**config.mk**
```make
export PLATFORM = sky130hd
export DESIGN_NAME = uart_rx
export DESIGN_NICKNAME = d
export VERILOG_FILES = /design/src/rtl/uart_rx.sv
export SDC_FILE = /design/constraint.sdc
export NUM_CORES = 1
export LEC_CHECK = 0
export BUFFER_PORTS_ARGS = -buffer_cell sky130_fd_sc_hd__buf_4
export CAP_MARGIN = 15
export CORE_ASPECT_RATIO = 0.7
export CORE_MARGIN = 4
export CORE_UTILIZATION = 54
export DETAILED_ROUTE_END_ITERATION = 8
export PLACE_DENSITY_LB_ADDON = 0.05
export SLEW_MARGIN = 0
export SYNTH_ARGS = -nofsm -noshare
export SYNTH_HDL_FRONTEND = slang
export SYNTH_SLANG_ARGS = --single-unit
```
**constraint.sdc**
```tcl
create_clock -name i_clk -period 1.83 [get_ports i_clk]
set_input_delay 0.2745 -clock i_clk [delete_from_list [all_inputs] [get_ports i_clk]]
set_output_delay 0.2745 -clock i_clk [all_outputs]
set_load 0.02 [all_outputs]
```
**src/rtl/uart_rx.sv**
```systemverilog
// UART receiver: 2-flop synchronized line, mid-bit sampling on i_half, ready/valid output.
// Optional parity bit between data and stop is compiled in with `define UART_RX_PARITY_EN.
module uart_rx #(
  parameter int DataBits  = 8,
  parameter bit ParityOdd = 1'b0
) (
  input  logic                i_clk,
  input  logic                i_rst_n,
  input  logic                i_rx,
  input  logic                i_half,
  output logic                o_prescaler_en,
  output logic [DataBits-1:0] o_data,
  output logic                o_valid,
  input  logic                i_ready,
  output logic                o_frame_err,
  output logic                o_parity_err,
  output logic                o_overrun,
  output logic                o_busy
);

  localparam int CntW = (DataBits > 1) ? $clog2(DataBits) : 1;

  typedef enum logic [2:0] {
    S_IDLE,
    S_START,
    S_DATA,
`ifdef UART_RX_PARITY_EN
    S_PARITY,
`endif
    S_STOP,
    S_BRK_WAIT
  } state_t;

  state_t              state, next_state;
  logic                rx_meta, rxs;
  logic [DataBits-1:0] shift;
  logic [CntW-1:0]     bit_cnt;
  logic                last_bit;
  logic                shift_en;
  logic                cnt_clr;
  logic                commit;
  logic                frame_err_set;
  logic                prescaler_en_d;
  logic                handshake;

  assign last_bit  = (bit_cnt == CntW'(DataBits - 1));
  assign handshake = o_valid & i_ready;

`ifdef UART_RX_PARITY_EN
  logic par_bad;
  logic par_err_set;
`endif

  always_ff @(posedge i_clk or negedge i_rst_n) begin
    if (!i_rst_n) state <= S_IDLE;
    else          state <= next_state;
  end

  always_comb begin
    next_state = state;
    case (state)
      S_IDLE:     if (!rxs) next_state = S_START;
      S_START:    if (i_half) next_state = rxs ? S_IDLE : S_DATA;
      S_DATA:
        if (i_half && last_bit) begin
`ifdef UART_RX_PARITY_EN
          next_state = S_PARITY;
`else
          next_state = S_STOP;
`endif
        end
`ifdef UART_RX_PARITY_EN
      S_PARITY:   if (i_half) next_state = S_STOP;
`endif
      S_STOP:     if (i_half) next_state = rxs ? S_IDLE : S_BRK_WAIT;
      S_BRK_WAIT: if (rxs) next_state = S_IDLE;
      default:    next_state = S_IDLE;
    endcase
  end

  // Strobes for the datapath; a word with a bad parity bit still waits for its stop bit.
  always_comb begin
    shift_en       = (state == S_DATA) && i_half;
    cnt_clr        = (state == S_START);
    frame_err_set  = (state == S_STOP) && i_half && !rxs;
`ifdef UART_RX_PARITY_EN
    par_err_set    = (state == S_PARITY) && i_half && (rxs != ((^shift) ^ ParityOdd));
    commit         = (state == S_STOP) && i_half && rxs && !par_bad;
`else
    commit         = (state == S_STOP) && i_half && rxs;
`endif
    prescaler_en_d = (next_state != S_IDLE) && (next_state != S_BRK_WAIT);
    o_busy         = (state != S_IDLE);
  end

  always_ff @(posedge i_clk or negedge i_rst_n) begin
    if (!i_rst_n) begin
      rx_meta        <= 1'b1;
      rxs            <= 1'b1;
      shift          <= '0;
      bit_cnt        <= '0;
      o_data         <= '0;
      o_valid        <= 1'b0;
      o_overrun      <= 1'b0;
      o_frame_err    <= 1'b0;
      o_prescaler_en <= 1'b0;
    end else begin
      rx_meta        <= i_rx;
      rxs            <= rx_meta;
      o_prescaler_en <= prescaler_en_d;
      o_frame_err    <= frame_err_set;
      o_overrun      <= commit && o_valid && !i_ready;
      if (cnt_clr) begin
        bit_cnt <= '0;
      end else if (shift_en) begin
        shift   <= {rxs, shift[DataBits-1:1]};
        bit_cnt <= bit_cnt + 1'b1;
      end
      if (commit) begin
        o_data  <= shift;
        o_valid <= 1'b1;
      end else if (handshake) begin
        o_valid <= 1'b0;
      end
    end
  end

`ifdef UART_RX_PARITY_EN
  always_ff @(posedge i_clk or negedge i_rst_n) begin
    if (!i_rst_n) begin
      par_bad      <= 1'b0;
      o_parity_err <= 1'b0;
    end else begin
      o_parity_err <= par_err_set;
      if (cnt_clr)          par_bad <= 1'b0;
      else if (par_err_set) par_bad <= 1'b1;
    end
  end
`else
  assign o_parity_err = 1'b0 & ParityOdd;
`endif

endmodule

```
==> flow_metrics.py, run 1 <==
metrics = {
    "run_status": {
        "outcome": "finished, final reports clean",
    },
    "sta": {
        "slew_violations": 0,
        "max_slew.worst_pin.slew_ps": 585,
        "relSlewSlack_pct": 61.0,
        "post-route-period-util_pct": 97.7,
        "fin_setup_tns_ps": 0,
        "setup_viol": 0,
        "fin_crit_ps": 1790,
        "fin_worst_skew_ps": 14.6,
        "hold_viol_final": 0,
        "timing.fmax_mhz": 560,
    },
    "power": {
        "clkPwrFrac_pct": 19.4,
        "power_frac_seq_pct": 45.2,
        "peakVddDrop_v": 0.000880,
        "powerDensity_mw_per_mm2": 1440,
        "p_sw_share_pct": 31.0,
        "cellLeakagePower_nw": 0.750,
        "p_comb_share_pct": 35.4,
        "p_switching_mw": 0.638,
        "p_int_mw": 1.42,
    },
    "critical_path": {
        "critical_path.top_delay_family": "flip-flops",
        "reg2reg_slack_ps": 190,
        "slowest_stage": "dfrtp_1",
        "critPathLaunchType": "flip-flop",
        "cp_max_fo": 2,
        "path_buf_inv": 2,
        "slowest_delay_ps": 460,
        "cp.arrival_ps": 1510,
        "cp_cell_sequence": "buf_6 -> or3_2 -> buf_4",
        "worst_setup_path_end_kind": "primary output",
        "crit_type": "flip-flop to primary output",
        "crit_required_ps": 1560,
    },
    "synthesis": {
        "synth_area_leader_cell": "dfrtp_1",
        "async_reset_ff_share_pct": 100,
        "netlist_area_sq_mm": 0.00123,
        "netlist-cell-type-count": 24,
        "syn_avg_cell_area_sq_um": 14.5,
        "synth_top_area_share_pct": 53.0,
        "netlist_instances": 85,
        "ys_seq_area_share_pct": 57.2,
        "synth_seq_cells": 28,
        "syn_nets": 92,
        "yosysWarnings": 0,
        "ys.flop_type": "dfrtp_1",
        "synth_edf_count": 0,
        "synth_area_leaders": "dfrtp_1, mux2_4, dfstp_2",
    },
    "floorplanning": {
        "dieArea_sq_mm": 0.00311,
        "io_pins": 19,
        "dieHeight_um": 47.9,
        "rows": 14,
        "die_w_um": 65.0,
        "core_sq_mm": 0.00215,
        "initial_core_util_pct": 57.0,
    },
    "layout": {
        "fillers": 169,
        "register_area_sq_um": 704,
        "finalNetCount": 112,
        "layout-drive-gt1-share_pct": 44.2,
        "multi_input_area_sq_um": 462,
        "syn_to_final_growth_pct": 16.4,
        "diodes": 0,
        "final_area_sq_mm": 0.00143,
    },
    "cts": {
        "cts_buffers": 3,
        "cts_root_buffer": "clkbuf_4",
        "cts_tree": "yes",
        "cts.sinks": 28,
        "insertion_delay_ps": 330,
        "path_clk_slew_ps": 150,
        "clk_path_buf_depth": 2,
        "h-tree-depth": 1,
    },
    "global_routing": {
        "grt_max_degree": 29,
        "antenna_found_initial": 0,
        "first_global_vias": 574,
        "overflow": 0,
        "globalRouteTotalUtil_pct": 12.4,
        "grt_pass1_wl_um": 2810,
    },
    "detailed_routing": {
        "firstDrtPassIters": 4,
        "via_per_inst": 4.71,
        "drc": 0,
        "drt-initial-drc-count": 17,
        "wl_per_cell_um": 12.9,
        "final_antenna_net_count": 0,
        "via_count": 640,
        "wirelength_um": 1760,
    },
    "place": {
        "gp_congestion": 0.679,
        "numPortBuffers": 17,
        "placed_area_sq_mm": 0.00136,
        "hpwl_um": 1180,
    },
    "run": {
        "drv_cap": 0,
    },
    "hold_path": {
        "hp-class": "primary input to flip-flop",
    },
}
[flip-flops by register name, summed over array words and instances, names as in the netlist]
| register | count |
|---|---|
| state | 3 |
| rx_meta | 1 |
| o_frame_err | 1 |
| o_data | 8 |
| shift | 8 |
| o_prescaler_en | 1 |
| o_valid | 1 |
| o_overrun | 1 |
| rxs | 1 |
| bit_cnt | 3 |
[timing repair]
| item | 4_1_cts | 5_1_grt |
|---|---|---|
| endpoints found under the setup margin | 0 | 1 |
| hold buffers | 1 | 0 |
| endpoints found under the hold margin | 26 | 0 |
| resized for setup | 0 | 2 |
| buffers inserted | 0 | 1 |
[cell type report]
cell class              count  area share, %
flip-flops and latches     28           49.3
multi-input cells          48           32.3
clock inverters             1           2.10
clock buffers               3           1.57
well taps                  32           2.80
repair buffers             20           10.9
inverters                   4           1.05
[power groups by stage]
stage               combinational, mW  sequential [mW]  clock (mW)
finish                          0.729            0.932       0.399
global route                    0.785            0.964       0.432
CTS                             0.706            0.929       0.409
detailed placement              0.699            0.943           0
global placement                0.692            0.940           0
floorplan                       0.496            0.965           0
[synthesized netlist by cell type (2+ instances only)]
| master | instances |
|---|---|
| a21oi_1 | 3 |
| a2bb2oi_1 | 2 |
| buf_4 | 2 |
| buf_6 | 3 |
| dfrtp_1 | 26 |
| dfstp_2 | 2 |
| ha_1 | 2 |
| inv_1 | 4 |
| mux2_4 | 16 |
| nand2_1 | 3 |
| nand2b_1 | 2 |
| nor2_1 | 7 |
| o22ai_1 | 2 |
[final timing paths]
kind | from | end | cells past startpoint
max | state[0] | o_busy | 3
min reg2reg | rx_meta | rxs | 0
max reg2reg | state[2] | o_data[6] | 3
max in group asynchronous | i_rst_n | rx_meta | 2
min | i_rx | rx_meta | 1
min in group asynchronous | i_rst_n | state[0] | 2
[layout by cell type, fill, tap and decap left out, drive strengths merged, types with 3 or more instances in the layout]
master | netlist | final
dfrtp | 26 | 26
clkbuf | 0 | 3
nand2 | 3 | 3
nor2 | 7 | 7
inv | 4 | 4
mux2 | 16 | 16
buf | 5 | 19
a21oi | 3 | 3
[metal layers]
metal	vias to the layer above	track usage [%]	routed length, um
met5	-	0	0
met4	0	3.72	10
met3	2	4.93	125
met2	17	15.9	676
met1	299	18.9	947
li1	322	-	-
[cells by family after synthesis]
group	Yosys count	synth area share (%)
fa+ha+maj	2	2.04
compound gates	10	5.30
other cells	1	0.305
mux	17	20.4
simple gates	18	9.57
buf+inv	9	5.19
flops	28	57.2
[stage by stage]
step | utilization, % | instances | hold WS, ps | total power [mW] | setup slack, ps
6_report | 66.4 | 136 | 45.7 | 2.06 | 43.0
3_3_place_gp | 62.9 | 130 | 206 | 1.63 | 227
2_1_floorplan | - | 85 | -21.1 | 1.46 | 441
3_5_place_dp | 62.9 | 130 | 207 | 1.64 | 217
4_1_cts | 65.8 | 135 | 30.0 | 2.04 | 13.9
5_1_grt | 66.4 | 136 | 21.2 | 2.18 | -1.80
No activity file was read; power rests on OpenSTA's default activity.
==> run 2: changes to the inputs <==
Settings changed: CORE_UTILIZATION 54 to 35.
==> run 2 against run 1 <==
Against the previous run: non-clock buffer count increased by 1; sequential cell count unchanged; first-iteration DRC count increased by 47%; clock-buffer cell count increased by 1; total power decreased by 1.8%; final cell count increased by 12%; global-route usage decreased by 3.3 points; die area increased by 46%; sequential share of layout area decreased by 0.89 points; hold slack improved by 65 ps; final area increased by 1.7%.
==> flow_metrics.py, run 2 (synthesized netlist as in run 1, its figures left out) <==
metrics = {
    "detailed_routing": {
        "firstDrtPassIters": 4,
        "drt-initial-drc-count": 25,
        "via_count": 655,
        "wl_per_cell_um": 12.2,
        "via_per_inst": 4.31,
        "drc": 0,
        "wirelength_um": 1860,
        "final_antenna_net_count": 0,
    },
    "run_status": {
        "outcome": "finished, final reports clean",
    },
    "sta": {
        "relSlewSlack_pct": 61.0,
        "setup_viol": 0,
        "fin_worst_skew_ps": 3.00,
        "slew_violations": 0,
        "holdWs_ps": 111,
        "fin_setup_tns_ps": 0,
        "fin_crit_ps": 1730,
        "timing.fmax_mhz": 577,
        "hold_viol_final": 0,
        "post-route-period-util_pct": 94.7,
        "max_slew.worst_pin.slew_ps": 585,
        "rsz0062_at_grt": "no",
    },
    "layout": {
        "layout_common_cells": "dfrtp_1, buf_4, mux2_4, nor2_1",
        "fin_cells": 152,
        "layout_commonest_cell": "dfrtp_1",
        "layout-drive-gt1-share_pct": 43.8,
        "biggestRegsByFlops": "o_data: 8 flops, shift: 8 flops",
        "fillers": 297,
        "syn_to_final_growth_pct": 18.3,
        "register_area_sq_um": 703,
        "finalNetCount": 113,
        "diodes": 0,
        "multi_input_area_sq_um": 462,
    },
    "cts": {
        "cts_tree": "yes",
        "h-tree-depth": 1,
        "path_clk_slew_ps": 90,
        "clk_path_buf_depth": 2,
        "cts_resized": 0,
        "cts_buffers": 3,
        "cts_root_buffer": "clkbuf_8",
        "cts.sinks": 28,
        "insertion_delay_ps": 260,
    },
    "floorplanning": {
        "dieHeight_um": 57.6,
        "die_w_um": 78.8,
        "core_sq_mm": 0.00325,
        "rows": 17,
        "initial_core_util_pct": 37.8,
        "io_pins": 19,
        "dieArea_sq_mm": 0.00454,
    },
    "critical_path": {
        "crit_type": "flip-flop to primary output",
        "reg2reg_depth": 4,
        "crit_end": "o_busy",
        "critPathLaunchType": "flip-flop",
        "worst_setup_path_end_kind": "primary output",
        "r2r_start": "state[1]",
        "reg2reg_to": "o_data[6]",
        "crit_start": "state[1]",
        "cp_max_fo": 8,
        "cp.arrival_ps": 1460,
        "reg2reg_slack_ps": 230,
        "crit_required_ps": 1560,
    },
    "power": {
        "p_switching_mw": 0.629,
        "p_int_mw": 1.39,
        "clkPwrFrac_pct": 18.0,
        "cellLeakagePower_nw": 0.756,
        "p_sw_share_pct": 31.1,
        "power_frac_seq_pct": 45.1,
        "peakVddDrop_v": 0.000608,
        "p_comb_share_pct": 36.9,
        "finalPower_mw": 2.02,
        "powerDensity_mw_per_mm2": 1390,
    },
    "global_routing": {
        "globalRouteTotalUtil_pct": 9.04,
        "first_global_vias": 640,
        "grt_max_degree": 29,
        "overflow": 0,
        "grt_pass1_wl_um": 3170,
        "antenna_found_initial": 0,
    },
    "place": {
        "gp_congestion": 0.690,
        "hpwl_um": 1330,
        "dp_cells": 146,
        "numPortBuffers": 17,
    },
    "run": {
        "drv_cap": 0,
    },
    "hold_path": {
        "hp-class": "primary input to flip-flop",
    },
}
-- run 2: what timing repair did --
item	CTS	global route
hold endpoints to repair	26	0
endpoints found under the setup margin	0	1
hold buffers	1	0
buffers inserted	0	1
-- run 2: worst min-delay path by stage --
stage | cells past startpoint | endpoint | from | slack [ps]
after floorplan | 0 | bit_cnt[0] | i_rst_n | -20
after global placement | 1 | bit_cnt[2] | i_rst_n | 210
after detailed placement | 1 | bit_cnt[2] | i_rst_n | 210
after CTS | 1 | rx_meta | i_rx | 100
after global routing | 1 | rx_meta | i_rx | 100
final | 1 | rx_meta | i_rx | 110
-- run 2: layer usage --
metal	vias to the layer above	global-route usage (%)	wire length, um
met5	-	0	0
met4	0	1.47	12
met3	2	3.63	104
met2	15	12.3	719
met1	308	13.6	1020
li1	330	-	-
-- run 2: critical path: stages, from the launching register on --
cell	delay (ps)
dfrtp_1	410
buf_4	170
or3_2	440
buf_4	170
-- run 2: area by class of cell --
class / count / area share, %
inverter: 4 / 1.03
timing repair buffer: 21 / 11.0
sequential: 28 / 48.4
tap: 47 / 4.04
clock buffer: 4 / 3.79
multi-input combinational: 48 / 31.8
-- run 2: power by group through the flow --
stage	Clock [mW]	Combinational (mW)	Sequential [mW]
floorplan	0	0.496	0.965
global placement	0	0.735	0.930
detailed placement	0	0.736	0.929
CTS	0.388	0.739	0.919
global route	0.406	0.815	0.944
finish	0.364	0.747	0.912
-- run 2: through the flow --
stage          util (%)  setup slack, ps  instance area (sq um)
3_5_place_dp       42.4              202                   1380
4_1_cts            44.4             40.8                   1450
5_1_grt            44.7             38.4                   1450
2_1_floorplan         -              441                   1230
3_3_place_gp       42.4              226                   1380
6_report           44.7             96.8                   1450
==> run 3: changes to the inputs <==
Settings changed: CORE_UTILIZATION 35 to 37.
==> run 3 against run 2 <==
Against the previous run: clock skew rose by 6.6 ps; sequential power rose by 0.9%; first-iteration DRC count rose by 84%; via count rose by 3.2%; fmax fell by 1.2%; register-to-register slack got worse by 20 ps; die area fell by 4.8%; sequential cell count did not move; largest cell class unchanged.
==> flow_metrics.py, run 3 (synthesized netlist as in run 1, its figures left out) <==
metrics = {
    "run_status": {
        "outcome": "finished, final reports clean",
    },
    "critical_path": {
        "critical_path.top_delay_family": "flip-flops",
        "cp.depth": 3,
        "path_common_cell": "buf_4",
        "reg2reg_slack_ps": 210,
        "critPathLaunchType": "flip-flop",
        "reg2reg_depth": 4,
        "worst_setup_path_end_kind": "primary output",
        "crit_type": "flip-flop to primary output",
        "slowest_stage": "dfrtp_2",
        "path_buf_inv": 2,
        "reg2reg_to": "o_data[5]",
        "cp.arrival_ps": 1480,
        "slowest_delay_ps": 440,
        "r2r_start": "state[1]",
        "cp_max_fo": 6,
        "crit_required_ps": 1560,
        "crit_start": "state[1]",
        "cp_cell_sequence": "buf_4 -> or3_2 -> buf_4",
        "crit_end": "o_busy",
    },
    "detailed_routing": {
        "drc": 0,
        "drt-initial-drc-count": 46,
        "firstDrtPassIters": 4,
        "via_per_inst": 4.69,
        "via_count": 676,
        "wl_per_cell_um": 13.8,
        "final_antenna_net_count": 0,
        "wirelength_um": 1990,
    },
    "global_routing": {
        "overflow": 0,
        "grt_max_degree": 29,
        "globalRouteTotalUtil_pct": 9.81,
        "grt_pass1_wl_um": 3300,
        "antenna_found_initial": 0,
        "first_global_vias": 646,
    },
    "sta": {
        "rsz0062_at_grt": "no",
        "timing.fmax_mhz": 570,
        "setup_viol": 0,
        "holdWs_ps": 107,
        "max_slew.worst_pin.slew_ps": 579,
        "relSlewSlack_pct": 61.4,
        "hold_viol_final": 0,
        "post-route-period-util_pct": 95.9,
        "fin_crit_ps": 1750,
        "fin_setup_tns_ps": 0,
        "fin_worst_skew_ps": 9.59,
        "slew_violations": 0,
    },
    "hold_path": {
        "hp-class": "primary input to flip-flop",
    },
    "cts": {
        "insertion_delay_ps": 270,
        "cts_buffers": 3,
        "cts.sinks": 28,
        "cts_tree": "yes",
        "cts_root_buffer": "clkbuf_8",
        "clk_path_buf_depth": 2,
        "h-tree-depth": 1,
        "path_clk_slew_ps": 100,
    },
    "floorplanning": {
        "dieArea_sq_mm": 0.00432,
        "dieHeight_um": 56.2,
        "die_w_um": 76.9,
        "initial_core_util_pct": 38.8,
        "io_pins": 19,
        "rows": 17,
        "core_sq_mm": 0.00317,
    },
    "layout": {
        "multi_input_area_sq_um": 462,
        "diodes": 0,
        "layout_common_cells": "dfrtp_1, buf_4, mux2_4, nor2_1, inv_1",
        "fillers": 310,
        "finalNetCount": 114,
        "register_area_sq_um": 704,
        "layout-drive-gt1-share_pct": 45.3,
        "layout_commonest_cell": "dfrtp_1",
        "final_area_sq_mm": 0.00147,
        "syn_to_final_growth_pct": 19.5,
        "biggestRegsByFlops": "o_data: 8 flops, shift: 8 flops",
        "utilization_pct": 46.3,
    },
    "power": {
        "cellLeakagePower_nw": 0.767,
        "powerDensity_mw_per_mm2": 1480,
        "finalPower_mw": 2.17,
        "peakVddDrop_v": 0.000645,
    },
    "place": {
        "gp_congestion": 0.780,
        "hpwl_um": 1390,
        "numPortBuffers": 17,
        "placed_area_sq_mm": 0.00137,
    },
    "run": {
        "drv_cap": 0,
    },
}
[run 3: cell count changes in the layout (fill, tap and decap cells not counted)]
cell / previous run / this run
dfrtp_2: 0 / 1
dfrtp_1: 26 / 25
buf_4: 20 / 21
clkbuf_8: 4 / 3
bufinv_16: 0 / 1
[run 3: power by group]
group          switching, mW  internal (mW)
Combinational          0.340          0.423
Sequential             0.129          0.791
Clock                  0.190          0.293
[run 3: how the worst min path moves through the flow]
stage / from / to / depth (start not counted)
finish: i_rx / rx_meta / 1
detailed placement: i_rst_n / o_data[1] / 1
global route: i_rx / rx_meta / 1
CTS: i_rx / rx_meta / 1
floorplan: i_rst_n / bit_cnt[0] / 0
global placement: i_rst_n / o_data[1] / 1
[run 3: what timing repair did]
action,in CTS,in global routing
hold endpoints to repair,26,0
buffers inserted,0,2
gates resized for setup,0,1
hold buffers,1,0
endpoints found under the setup margin,0,1
[run 3: final cells by class]
class	instances	area share (%)
Clock inverter	1	2.05
Tap cell	38	3.24
Sequential cell	28	48.0
Clock buffer	3	2.81
Timing Repair Buffer	22	11.4
Inverter	4	1.02
Multi-Input combinational cell	48	31.5
[run 3: per-stage QoR]
stage               instances  worst slack, ps
finish                    144             75.7
global route              144             27.0
CTS                       142             17.3
detailed placement        137              230
global placement          137              222
floorplan                  85              441
[run 3: per-layer routing]
metal	track usage [%]	share of wire, %	up-vias
li1	-	-	331
met1	14.7	56	323
met2	12.5	38	20
met3	3.88	5.4	2
met4	3.10	0.96	0
met5	0	0	-
